$ cat config.mk
export PLATFORM = sky130hd
export DESIGN_NAME = regfile_wb_arbiter_flat
export DESIGN_NICKNAME = d
export VERILOG_FILES = /design/src/rtl/regfile_wb_arbiter_pkg.sv /design/src/rtl/regfile_wb_arbiter_if.sv /design/src/rtl/regfile_wb_arbiter_wb_queue.sv /design/src/rtl/regfile_wb_arbiter.sv /design/src/flat_wrapper.sv
export SDC_FILE = /design/constraint.sdc
export NUM_CORES = 1
export LEC_CHECK = 0
export BUFFER_PORTS_ARGS = -buffer_cell sky130_fd_sc_hd__buf_2
export CORE_ASPECT_RATIO = 1.2
export CORE_UTILIZATION = 38
export CTS_CLUSTER_SIZE = 14
export DETAILED_ROUTE_END_ITERATION = 8
export PLACE_DENSITY_LB_ADDON = 0.12
export SLEW_MARGIN = 25
export SYNTH_ARGS = -nofsm -noshare
export SYNTH_HDL_FRONTEND = slang
export SYNTH_SLANG_ARGS = --single-unit
$ cat constraint.sdc
create_clock -name clk -period 3.7 [get_ports clk]
set_clock_uncertainty 0.05 [all_clocks]
set_input_delay 0.37 -clock clk [delete_from_list [all_inputs] [get_ports clk]]
set_output_delay 0.37 -clock clk [all_outputs]
set_load 0.005 [all_outputs]
$ cat src/rtl/regfile_wb_arbiter_pkg.sv
// Shared types and constants for the register-file write-back path.
// Imported by regfile_wb_arbiter and wb_queue.
package regfile_pkg;

    localparam logic       ENABLE   = 1'b1;
    localparam logic       DISABLE  = 1'b0;
    localparam logic [4:0] REG_ZERO = 5'd0;
    localparam int         ENTRY_W  = 37;

    typedef struct packed {
        logic [4:0]  num;
        logic [31:0] data;
    } wb_entry_t;

    // A read of x0 never matches a pending write.
    function automatic logic entry_hit(input wb_entry_t e, input logic [4:0] addr);
        return (addr != REG_ZERO) && (e.num == addr);
    endfunction

endpackage

$ cat src/rtl/regfile_wb_arbiter_if.sv
// Bundle of the write-back sources, register-file write port and decode read ports.
// raw_hazard exists only when WB_FORWARD_EN is undefined.
interface regfile_wb_arbiter_if;
    logic        mem_valid;
    logic [4:0]  mem_num;
    logic [31:0] mem_data;
    logic        alu_valid;
    logic [4:0]  alu_num;
    logic [31:0] alu_data;
    logic        stall;
    logic        wb_overflow;
    logic        reg_we;
    logic [4:0]  dstreg_num;
    logic [31:0] dstreg_data;
    logic [4:0]  rd1_num;
    logic [4:0]  rd2_num;
    logic [31:0] rf1_data;
    logic [31:0] rf2_data;
    logic [31:0] src1_data;
    logic [31:0] src2_data;
`ifndef WB_FORWARD_EN
    logic        raw_hazard;
`endif

    modport master (
        output mem_valid, mem_num, mem_data, alu_valid, alu_num, alu_data,
        output rd1_num, rd2_num, rf1_data, rf2_data,
`ifndef WB_FORWARD_EN
        input  raw_hazard,
`endif
        input  stall, wb_overflow, reg_we, dstreg_num, dstreg_data, src1_data, src2_data
    );

    modport slave (
        input  mem_valid, mem_num, mem_data, alu_valid, alu_num, alu_data,
        input  rd1_num, rd2_num, rf1_data, rf2_data,
`ifndef WB_FORWARD_EN
        output raw_hazard,
`endif
        output stall, wb_overflow, reg_we, dstreg_num, dstreg_data, src1_data, src2_data
    );

endinterface

$ cat src/rtl/regfile_wb_arbiter_wb_queue.sv
// Circular pending-write buffer: up to two pushes and one pop per cycle.
// entries_o lists the live entries oldest-first (slot k valid when k < count_o).
module wb_queue
    import regfile_pkg::*;
#(
    parameter  int DEPTH = 4,
    localparam int PTR_W = $clog2(DEPTH),
    localparam int CNT_W = PTR_W + 1
) (
    input  logic                     clk,
    input  logic                     rst,
    input  logic                     push0_i,
    input  wb_entry_t                push0_entry_i,
    input  logic                     push1_i,
    input  wb_entry_t                push1_entry_i,
    input  logic                     pop_i,
    output wb_entry_t                head_o,
    output logic [CNT_W-1:0]         count_o,
    output logic [DEPTH*ENTRY_W-1:0] entries_o,
    output logic                     drop_o
);

    wb_entry_t        mem_q [DEPTH];
    logic [PTR_W-1:0] head_q, head_d;
    logic [PTR_W-1:0] tail_q, tail_d;
    logic [CNT_W-1:0] count_q, count_d;
    logic [CNT_W:0]   room_s;
    logic             pop_s;
    logic             acc0_s;
    logic             acc1_s;
    logic [1:0]       push_n_s;

    // Free space counts the entry popped this cycle, so a full queue can still take one push.
    always_comb begin
        pop_s    = pop_i && (count_q != {CNT_W{1'b0}});
        room_s   = (CNT_W+1)'(DEPTH) - {1'b0, count_q} + {{CNT_W{1'b0}}, pop_s};
        acc0_s   = push0_i && (room_s >= (CNT_W+1)'(1));
        acc1_s   = push1_i && (room_s >= (CNT_W+1)'(2));
        drop_o   = (push0_i && !acc0_s) || (push1_i && !acc1_s);
        push_n_s = {1'b0, acc0_s} + {1'b0, acc1_s};
        head_d   = head_q + PTR_W'(pop_s);
        tail_d   = tail_q + PTR_W'(push_n_s);
        count_d  = count_q + CNT_W'(push_n_s) - CNT_W'(pop_s);
    end

    // Pointer, count and storage update.
    always_ff @(posedge clk or negedge rst) begin
        if (!rst) begin
            head_q  <= {PTR_W{1'b0}};
            tail_q  <= {PTR_W{1'b0}};
            count_q <= {CNT_W{1'b0}};
            for (int i = 0; i < DEPTH; i++) begin
                mem_q[i] <= '0;
            end
        end else begin
            head_q  <= head_d;
            tail_q  <= tail_d;
            count_q <= count_d;
            if (acc0_s) begin
                mem_q[tail_q] <= push0_entry_i;
            end
            if (acc1_s) begin
                mem_q[tail_q + PTR_W'(1)] <= push1_entry_i;
            end
        end
    end

    // Oldest-first view of the storage for the forwarding search.
    always_comb begin
        entries_o = '0;
        for (int k = 0; k < DEPTH; k++) begin
            entries_o[k*ENTRY_W +: ENTRY_W] = mem_q[head_q + PTR_W'(k)];
        end
    end

    assign head_o  = mem_q[head_q];
    assign count_o = count_q;

endmodule

$ cat src/rtl/regfile_wb_arbiter.sv
// Write-back arbiter: merges load and ALU results into one register-file write port,
// queues collisions in program order and forwards pending data (WB_FORWARD_EN).
module regfile_wb_arbiter
    import regfile_pkg::*;
#(
    parameter int DEPTH = 4
) (
    input  logic                 clk,
    input  logic                 rst,
    regfile_wb_arbiter_if.slave  bus
);

    localparam int CNT_W = $clog2(DEPTH) + 1;

    wb_entry_t                mem_e_s, alu_e_s, head_s;
    wb_entry_t                slot_d, slot_q;
    wb_entry_t                push0_e_s, push1_e_s;
    logic                     slot_we_d, slot_we_q;
    logic                     mem_ok_s, alu_ok_s;
    logic                     pop_s, push0_s, push1_s, drop_s;
    logic                     overflow_q;
    logic [CNT_W-1:0]         count_s;
    logic [DEPTH*ENTRY_W-1:0] entries_s;

    assign mem_e_s  = wb_entry_t'({bus.mem_num, bus.mem_data});
    assign alu_e_s  = wb_entry_t'({bus.alu_num, bus.alu_data});
    assign mem_ok_s = bus.mem_valid && (bus.mem_num != REG_ZERO);
    assign alu_ok_s = bus.alu_valid && (bus.alu_num != REG_ZERO);

    // Oldest item takes the slot (head, then load, then ALU); the rest go to the tail in order.
    always_comb begin
        slot_we_d = DISABLE;
        slot_d    = '0;
        pop_s     = 1'b0;
        push0_s   = 1'b0;
        push1_s   = 1'b0;
        push0_e_s = '0;
        push1_e_s = '0;
        if (count_s != {CNT_W{1'b0}}) begin
            slot_we_d = ENABLE;
            slot_d    = head_s;
            pop_s     = 1'b1;
            if (mem_ok_s) begin
                push0_s   = 1'b1;
                push0_e_s = mem_e_s;
                push1_s   = alu_ok_s;
                push1_e_s = alu_e_s;
            end else begin
                push0_s   = alu_ok_s;
                push0_e_s = alu_e_s;
            end
        end else if (mem_ok_s) begin
            slot_we_d = ENABLE;
            slot_d    = mem_e_s;
            push0_s   = alu_ok_s;
            push0_e_s = alu_e_s;
        end else if (alu_ok_s) begin
            slot_we_d = ENABLE;
            slot_d    = alu_e_s;
        end else begin
            slot_we_d = DISABLE;
        end
    end

    wb_queue #(.DEPTH(DEPTH)) u_queue (
        .clk           (clk),
        .rst           (rst),
        .push0_i       (push0_s),
        .push0_entry_i (push0_e_s),
        .push1_i       (push1_s),
        .push1_entry_i (push1_e_s),
        .pop_i         (pop_s),
        .head_o        (head_s),
        .count_o       (count_s),
        .entries_o     (entries_s),
        .drop_o        (drop_s)
    );

    // Write slot and sticky overflow flag.
    always_ff @(posedge clk or negedge rst) begin
        if (!rst) begin
            slot_we_q  <= DISABLE;
            slot_q     <= '0;
            overflow_q <= 1'b0;
        end else begin
            slot_we_q  <= slot_we_d;
            slot_q     <= slot_d;
            overflow_q <= overflow_q | drop_s;
        end
    end

    assign bus.reg_we      = slot_we_q;
    assign bus.dstreg_num  = slot_q.num;
    assign bus.dstreg_data = slot_q.data;
    assign bus.wb_overflow = overflow_q;
    assign bus.stall       = (count_s >= CNT_W'(DEPTH - 1));

`ifdef WB_FORWARD_EN
    logic [31:0] src1_s, src2_s;

    // Later (younger) matches override earlier ones; the slot is older than every queued entry.
    always_comb begin
        wb_entry_t e;
        src1_s = bus.rf1_data;
        src2_s = bus.rf2_data;
        src1_s = (slot_we_q && entry_hit(slot_q, bus.rd1_num)) ? slot_q.data : src1_s;
        src2_s = (slot_we_q && entry_hit(slot_q, bus.rd2_num)) ? slot_q.data : src2_s;
        for (int k = 0; k < DEPTH; k++) begin
            e      = entries_s[k*ENTRY_W +: ENTRY_W];
            src1_s = ((CNT_W'(k) < count_s) && entry_hit(e, bus.rd1_num)) ? e.data : src1_s;
            src2_s = ((CNT_W'(k) < count_s) && entry_hit(e, bus.rd2_num)) ? e.data : src2_s;
        end
        src1_s = (bus.rd1_num == REG_ZERO) ? 32'd0 : src1_s;
        src2_s = (bus.rd2_num == REG_ZERO) ? 32'd0 : src2_s;
    end

    assign bus.src1_data = src1_s;
    assign bus.src2_data = src2_s;
`else
    logic hazard_s;

    // Any pending write to a nonzero read address stalls decode.
    always_comb begin
        wb_entry_t e;
        hazard_s = slot_we_q && (entry_hit(slot_q, bus.rd1_num) || entry_hit(slot_q, bus.rd2_num));
        for (int k = 0; k < DEPTH; k++) begin
            e        = entries_s[k*ENTRY_W +: ENTRY_W];
            hazard_s = hazard_s | ((CNT_W'(k) < count_s) &&
                       (entry_hit(e, bus.rd1_num) || entry_hit(e, bus.rd2_num)));
        end
    end

    assign bus.raw_hazard = hazard_s;
    assign bus.src1_data  = bus.rf1_data;
    assign bus.src2_data  = bus.rf2_data;
`endif

endmodule

$ cat src/flat_wrapper.sv
// flat-port wrapper written by rule: the top's interface ports become plain ports
module regfile_wb_arbiter_flat import regfile_pkg::*;
#(
    parameter int DEPTH = 4
)
  (clk, rst, bus_mem_valid, bus_mem_num, bus_mem_data, bus_alu_valid, bus_alu_num, bus_alu_data, bus_rd1_num, bus_rd2_num, bus_rf1_data, bus_rf2_data, bus_raw_hazard, bus_stall, bus_wb_overflow, bus_reg_we, bus_dstreg_num, bus_dstreg_data, bus_src1_data, bus_src2_data);
  regfile_wb_arbiter_if bus_i ();
  input  logic clk;
  input  logic rst;
  input wire logic [$bits(bus_i.mem_valid)-1:0] bus_mem_valid;
  input wire logic [$bits(bus_i.mem_num)-1:0] bus_mem_num;
  input wire logic [$bits(bus_i.mem_data)-1:0] bus_mem_data;
  input wire logic [$bits(bus_i.alu_valid)-1:0] bus_alu_valid;
  input wire logic [$bits(bus_i.alu_num)-1:0] bus_alu_num;
  input wire logic [$bits(bus_i.alu_data)-1:0] bus_alu_data;
  input wire logic [$bits(bus_i.rd1_num)-1:0] bus_rd1_num;
  input wire logic [$bits(bus_i.rd2_num)-1:0] bus_rd2_num;
  input wire logic [$bits(bus_i.rf1_data)-1:0] bus_rf1_data;
  input wire logic [$bits(bus_i.rf2_data)-1:0] bus_rf2_data;
  output wire logic [$bits(bus_i.raw_hazard)-1:0] bus_raw_hazard;
  output wire logic [$bits(bus_i.stall)-1:0] bus_stall;
  output wire logic [$bits(bus_i.wb_overflow)-1:0] bus_wb_overflow;
  output wire logic [$bits(bus_i.reg_we)-1:0] bus_reg_we;
  output wire logic [$bits(bus_i.dstreg_num)-1:0] bus_dstreg_num;
  output wire logic [$bits(bus_i.dstreg_data)-1:0] bus_dstreg_data;
  output wire logic [$bits(bus_i.src1_data)-1:0] bus_src1_data;
  output wire logic [$bits(bus_i.src2_data)-1:0] bus_src2_data;
  assign bus_i.mem_valid = bus_mem_valid;
  assign bus_i.mem_num = bus_mem_num;
  assign bus_i.mem_data = bus_mem_data;
  assign bus_i.alu_valid = bus_alu_valid;
  assign bus_i.alu_num = bus_alu_num;
  assign bus_i.alu_data = bus_alu_data;
  assign bus_i.rd1_num = bus_rd1_num;
  assign bus_i.rd2_num = bus_rd2_num;
  assign bus_i.rf1_data = bus_rf1_data;
  assign bus_i.rf2_data = bus_rf2_data;
  assign bus_raw_hazard = bus_i.raw_hazard;
  assign bus_stall = bus_i.stall;
  assign bus_wb_overflow = bus_i.wb_overflow;
  assign bus_reg_we = bus_i.reg_we;
  assign bus_dstreg_num = bus_i.dstreg_num;
  assign bus_dstreg_data = bus_i.dstreg_data;
  assign bus_src1_data = bus_i.src1_data;
  assign bus_src2_data = bus_i.src2_data;
  regfile_wb_arbiter #(.DEPTH(DEPTH)) u_core (.clk(clk), .rst(rst), .bus(bus_i));
endmodule
**After elaboration in Yosys (flattened, before gate mapping)**

Cells that the tools add are included.

- Bits of input ports: 152
- Register bits after elaboration: 194
- Word-level logic and storage cells: 134

- Eq/ne operators: 10
- Multiplexer cells: 35
- Bitwise operators: 11
- Reduce and logical (&&, ||, !) cells: 37
- Add/sub/neg operators: 11
- Magnitude comparators: 15

Operators by type and width:

| cell | count |
|---|---|
| 2-to-1 mux 37 bit | 17 |
| binary-select mux 37 bit (select 2 bit) | 4 |
| bitwise mux 148 bit | 2 |
| 2-to-1 mux 148 bit | 2 |
| demux 37 bit (select 2 bit) | 2 |
| equality test 5 bit | 10 |
| logical AND 1 bit | 24 |
| nonzero test 5 bit | 4 |
| greater-or-equal comparator 3 bit, second input constant | 6 |
| NOT 2 -> 3 bit | 6 |
| 2-to-1 mux 1 bit | 8 |
| logical OR 1 bit | 6 |
| < comparator 1 x 3 -> 1 bit, first input constant | 2 |
| < comparator 2 x 3 -> 1 bit, first input constant | 2 |
| < comparator 3 x 1 -> 1 bit, second input constant | 2 |
| OR 1 bit | 5 |
| adder 2 x 1 -> 2 bit, second input constant | 2 |
| adder 2 bit, second input constant | 2 |
| adder 4 x 1 -> 4 bit | 1 |
| greater-or-equal comparator 4 x 1 -> 1 bit, second input constant | 1 |
| greater-or-equal comparator 4 x 2 -> 1 bit, second input constant | 1 |
| subtractor 3 x 3 -> 4 bit, first input constant | 1 |
| adder 3 x 2 -> 3 bit | 1 |
| greater-or-equal comparator 3 x 2 -> 1 bit, second input constant | 1 |
| 6 further kinds | 7 |

**Longest topological paths before layout**

- Word-level depth: 12
- Depth in mapped cells: 12
- Gate-level depth less buffers: 12

**Modules after synthesis**

From an unflattened synthesis, not the netlist that was laid out.

- Cell total of the unflattened synthesis: 1573
- Area total of the unflattened synthesis: 15777.6 µm²

Modules (own cells, without submodules):

| module | sequential area each (µm²) | cells each | instances | area an instance (µm²) |
|---|---|---|---|---|
| wb_queue | 3878.7 | 1140 | 1 | 11980.2 |
| regfile_wb_arbiter | 975.9 | 433 | 1 | 3797.4 |

**Worst setup path before layout**

Ideal clock, no wire load.

- Path kind: in2reg
- Start: input port bus_mem_num[0]
- End: register u_core.u_queue.count_q[2], in the netlist u_core.u_queue.count_o[2]
- Arrival: 3.062 ns
- Slack: 0.462 ns
- Cell stages on the path: 12
- Path through: or4_1 -> o21a_1 -> buf_6 -> maj3_2 -> and2_1 -> ha_1 -> xnor2_1 -> ha_1 -> inv_1 -> fa_1 -> xnor2_1 -> xnor2_1

- Word-level cells in the longest chain between the ends: 8
- Elaborated cells between the ends (all ways): 11

Ends and longest elaborated chain:

| item | line | source |
|---|---|---|
| start, declared | flat_wrapper.sv:11 | `input wire logic [$bits(bus_i.mem_num)-1:0] bus_mem_num;` |
| nonzero test 5 bit (*) | regfile_wb_arbiter.sv:27 | `assign mem_ok_s = bus.mem_valid && (bus.mem_num != REG_ZERO);` |
| logical AND 1 bit (*) | regfile_wb_arbiter.sv:27 |  |
| 2-to-1 mux 1 bit (on tied branches) | regfile_wb_arbiter.sv:43, regfile_wb_arbiter.sv:52 |  |
| 2-to-1 mux 1 bit | regfile_wb_arbiter.sv:39 | `if (count_s != {CNT_W{1'b0}}) begin` |
| logical AND 1 bit (on tied branches) | regfile_wb_arbiter_wb_queue.sv:37, regfile_wb_arbiter_wb_queue.sv:38 |  |
| adder 1 x 1 -> 2 bit (*) | regfile_wb_arbiter_wb_queue.sv:40 | `push_n_s = {1'b0, acc0_s} + {1'b0, acc1_s};` |
| adder 3 x 2 -> 3 bit (*) | regfile_wb_arbiter_wb_queue.sv:43 | `count_d = count_q + CNT_W'(push_n_s) - CNT_W'(pop_s);` |
| subtractor 3 x 1 -> 3 bit (*) | regfile_wb_arbiter_wb_queue.sv:43 |  |
| net u_core.u_queue.count_d[2] | regfile_wb_arbiter_wb_queue.sv:26 | `logic [CNT_W-1:0] count_q, count_d;` |
| end signal, assigned | regfile_wb_arbiter_wb_queue.sv:51 | `count_q <= {CNT_W{1'b0}};` |
| end signal, assigned | regfile_wb_arbiter_wb_queue.sv:58 | `count_q <= count_d;` |
| end, declared | regfile_wb_arbiter_wb_queue.sv:26 |  |

Mark *: on every way through the listed nets, which the timed path passes. The rest lies on a longest branch.

**Worst setup path after layout**

- Start: register u_core.u_queue.head_q[1]
- End: output port bus_raw_hazard

- Word-level cells in the longest chain between the ends: 12
- Elaborated cells between the ends (all ways): 47

Ends and longest elaborated chain:

| item | line | source |
|---|---|---|
| start, declared | regfile_wb_arbiter_wb_queue.sv:24 | `logic [PTR_W-1:0] head_q, head_d;` |
| start signal, assigned | regfile_wb_arbiter_wb_queue.sv:49 | `head_q <= {PTR_W{1'b0}};` |
| adder 2 x 1 -> 2 bit or NOT 2 -> 3 bit (tied branches) | regfile_wb_arbiter_wb_queue.sv:72 | `entries_o[k*ENTRY_W +: ENTRY_W] = mem_q[head_q + PTR_W'(k)];` |
| NOT 2 -> 3 bit (implied by the code) or binary-select mux 37 bit (select 2 bit) (tied branches) | regfile_wb_arbiter_wb_queue.sv:72 |  |
| binary-select mux 37 bit (select 2 bit) or 2-to-1 mux 37 bit (tied branches) | regfile_wb_arbiter_wb_queue.sv:72 |  |
| 2-to-1 mux 37 bit (implied by the code) | regfile_wb_arbiter_wb_queue.sv:72 |  |
| 2-to-1 mux 37 bit (implied by the code) or equality test 5 bit (tied branches) | regfile_wb_arbiter_wb_queue.sv:72, regfile_wb_arbiter_pkg.sv:17 |  |
| equality test 5 bit or logical AND 1 bit (tied branches) | regfile_wb_arbiter_pkg.sv:17 | `return (addr != REG_ZERO) && (e.num == addr);` |
| logical AND 1 bit or logical OR 1 bit (tied branches) | regfile_wb_arbiter_pkg.sv:17, regfile_wb_arbiter.sv:129 |  |
| logical OR 1 bit or logical AND 1 bit (tied branches) | regfile_wb_arbiter.sv:129, regfile_wb_arbiter.sv:128 |  |
| logical AND 1 bit or OR 1 bit (tied branches) | regfile_wb_arbiter.sv:128 | `hazard_s = hazard_s \| ((CNT_W'(k) < count_s) &&` |
| OR 1 bit (2 in a row) | regfile_wb_arbiter.sv:128 |  |
| OR 1 bit (*) | regfile_wb_arbiter.sv:128 |  |
| end, declared | flat_wrapper.sv:20 | `output wire logic [$bits(bus_i.raw_hazard)-1:0] bus_raw_hazard;` |

Every way passes the cells marked *; elsewhere a longest branch is shown, timed or not. The select of a mux whose other input is x is not followed.

==> key figures <==
Outcome
  • Status: complete, no violations

Global routing
  • Largest net degree at the start of global routing: 187
  • Total GRT Usage: 23.4%
  • Congestion Overflow GR: 0
  • Number of global-route vias before repair: 9945
  • Initial antenna violation count: 1
  • First-pass GRT wire length: 57800 um

Timing
  • Period utilization: 94.0%
  • Worst-margin pin slew: 1.10 ns
  • Hold slack final: 0.163 ns
  • Final WS setup: 0.222 ns
  • Pins Over Slew Limit: 0
  • Final Hold Fails: 0
  • Setup violators final: 0
  • Final setup TNS: 0 ns
  • Worst rel slew slack: 26.8%
  • Highest clock rate: 0.288 GHz
  • RSZ-0062 raised after global routing: no
  • Min cycle time layout: 3.48 ns

Logic synthesis
  • Area share of the largest cell type after synthesis: 40.5%
  • Post-synth ARST share: 100%
  • Number of synthesized flops with an enable pin: 0
  • Post-synth top cells: 194 x dfrtp_1, 143 x o21ai_0, 128 x nor2_1
  • Register bit total from synthesis: 194
  • Post-synth net total: 1537
  • Synth Cell Area: 12000 um^2
  • Synthesis Warnings: 0
  • Netlist cell types: 41
  • Most area-hungry cell type in the Yosys netlist: dfrtp_1
  • Part of the Yosys area used for sequential elements: 40.5%
  • Most common cell in the netlist: dfrtp_1
  • Dominant synthesized flop cell: dfrtp_1
  • Syn Inst Count: 1376
  • Avg Synthesized Cell Area: 8.72 um^2
  • Synth top area cells: dfrtp_1 40%, mux4_2 6.0%, o21ai_0 6.0%

Setup path
  • CP max FO: 12
  • Req. time, crit path: 3.28 ns
  • Arr. time, crit path: 3.06 ns
  • Reg2reg end: u_core.u_queue.count_o[2]$_DFF_PN0_
  • Crit path kind: register to output pin
  • Flop2flop setup slack: 0.72 ns
  • Worst setup SP type: register
  • Worst setup EP type: output pin
  • FF-to-FF Start: u_core.u_queue.count_o[2]$_DFF_PN0_
  • Number of cells on the worst reg-to-reg path: 12

Pwr
  • Switching Power: 4.84 mW
  • Leakage: 5.43 nW
  • Sequential share of power: 31.9%
  • Power Dens Cells: 871 nW/um^2
  • Clock share of power: 16.3%
  • Comb pwr share: 51.7%
  • Peak VDD IR: 0.401 mV
  • Int Pwr: 6.63 mW
  • Total Power: 11.5 mW
  • Switching Share: 42.2%

Route
  • First-pass iteration count of the detailed router: 5
  • Wire per inst: 20.6 um
  • Total Wirelength: 37000 um
  • Vias/cell: 5.69
  • First DRT Iteration DRCs: 816
  • Routed Antenna Nets: 0
  • Vias: 10200
  • Drt drc: 0

Clock tree
  • Worst-path clk slew: 0.08 ns
  • Worst skew pair latency: 0.44 ns
  • CTS Sinks: 194
  • Max H-tree Level: 4
  • Clk buf depth: 2
  • CTS Buf Count: 17
  • CTS tree: done
  • Clock Tree Root: clkbuf_16

Die
  • Row count: 70
  • Starting Density: 39.0%
  • Die area: 32300 um^2
  • Chip Height: 197 um
  • # IOs: 257
  • DIE WIDTH: 164 um
  • Core box area: 30700 um^2

Final layout
  • Final nets: 1548
  • Ant diodes: 0
  • Layout Cells excl Fill: 1796
  • Area delta synth->final: 9.87%
  • Fraction of final layout cells sized beyond drive strength 1: 18.7%

Placed design
  • Dpl hpwl: 22400 um
  • Setup WS pre-CTS: 0.290 ns
  • Final GP Congestion: 0.869
  • Number of buffers added on ports: 128
  • Placed insts: 1757

Worst hold path
  • Hold depth: 3
  • Hold_sp: bus_mem_num[3]
  • Hold Crit Class: input pin to register
  • Hold EP: u_core.bus.dstreg_num[3]$_DFF_PN0_

Flow run
  • Max-Cap Viols: 0
-- worst max-delay path by stage --
stage / from / endpoint / slack [ns] / cells past startpoint
after detailed placement: bus_alu_num[2] / u_core.u_queue.count_o[2]$_DFF_PN0_ / 0.29 / 12
after global placement: bus_alu_num[2] / u_core.u_queue.count_o[2]$_DFF_PN0_ / 0.31 / 12
after floorplan: bus_mem_num[0] / u_core.u_queue.count_o[2]$_DFF_PN0_ / 0.46 / 12
after global routing: u_core.u_queue.head_q[1]$_DFF_PN0_ / bus_raw_hazard / 0.02 / 11
final: u_core.u_queue.head_q[1]$_DFF_PN0_ / bus_raw_hazard / 0.22 / 10
after CTS: u_core.u_queue.head_q[1]$_DFF_PN0_ / bus_raw_hazard / 0.02 / 11
-- cell families (layout without fill, tap and decap cells) --
kind of cell | after synthesis | count (layout) | synth area share [%]
AO/OA/AOI/OAI | 429 | 429 | 20.4
AND/OR/NAND/NOR | 411 | 411 | 14.9
buffers and inverters | 198 | 222 | 9.17
flip-flops | 194 | 194 | 40.5
multiplexers | 68 | 68 | 9.04
XOR/XNOR | 66 | 66 | 4.88
adder cells (fa/ha/maj) | 10 | 10 | 1.10
-- per-stage QoR --
stage	instance area, um^2	utilization [%]
finish	13200	42.9
floorplan	12000	-
detailed placement	12600	40.8
CTS	13100	42.7
global route	13200	42.9
global placement	12600	40.8
-- area by class of cell --
cell class	count	area, um^2
Inverter	6	22.5
Clock buffer	20	447
Fill cell	3100	17600
Sequential cell	194	4860
Clock inverter	12	123
Timing Repair Buffer	184	1130
Multi-Input combinational cell	984	6100
Tap cell	396	495
-- timing repair --
item / 4_1_cts / 5_1_grt
endpoints found under the hold margin: 77 / 0
endpoints found under the setup margin: 1 / 1
hold buffers: 1 / 0
cloned: 0 / 0
setup buffers: 0 / 6
resized for setup: 1 / 1
-- power groups by stage --
stage | clock [mW] | sequential, mW | combinational, mW
3_3_place_gp | 0 | 3.70 | 5.83
3_5_place_dp | 0 | 3.71 | 5.91
6_report | 1.87 | 3.67 | 5.94
4_1_cts | 1.92 | 3.68 | 5.92
5_1_grt | 1.99 | 3.77 | 6.61
2_1_floorplan | 0 | 3.50 | 4.32
-- state kept, by name, indices dropped and copies added (netlist names) --
| signal | cells |
|---|---|
| u_core.bus.reg_we | 1 |
| u_core.bus.dstreg_data | 32 |
| u_core.bus.dstreg_num | 5 |
| u_core.u_queue.head_q | 2 |
| u_core.u_queue.count_o | 3 |
| u_core.bus.wb_overflow | 1 |
| u_core.u_queue.mem_q | 148 |
| u_core.u_queue.tail_q | 2 |
-- layout by cell type, fill, tap and decap left out, types with 49 or more instances in the layout --
cell	Yosys	routed
dfrtp_1	194	192
o21ai_0	143	143
buf_2	24	127
nand2_1	127	126
nor2_1	128	125
nand3_1	119	118
a21oi_1	117	117
a22oi_1	71	71
buf_4	77	50
o21ai_1	49	49
-- critical path: stages (launching register included) --
cell and delay [ns]:
dfrtp_4 0.56, buf_4 0.17, mux2i_1 0.42, mux2_2 0.28, xnor2_1 0.07, o32ai_1 0.30, buf_4 0.18, nor3_1 0.05
o311ai_1 0.31, buf_4 0.18, buf_2 0.10
-- metal layers --
layer	wire [um]	part of all wire [%]	GRT usage, %
met3	1600	4.3	3.20
met5	13	0.035	0
met4	792	2.1	7.61
met1	16000	43	30.6
met2	18600	50	39.6
Power figures use the tool's default switching activity.
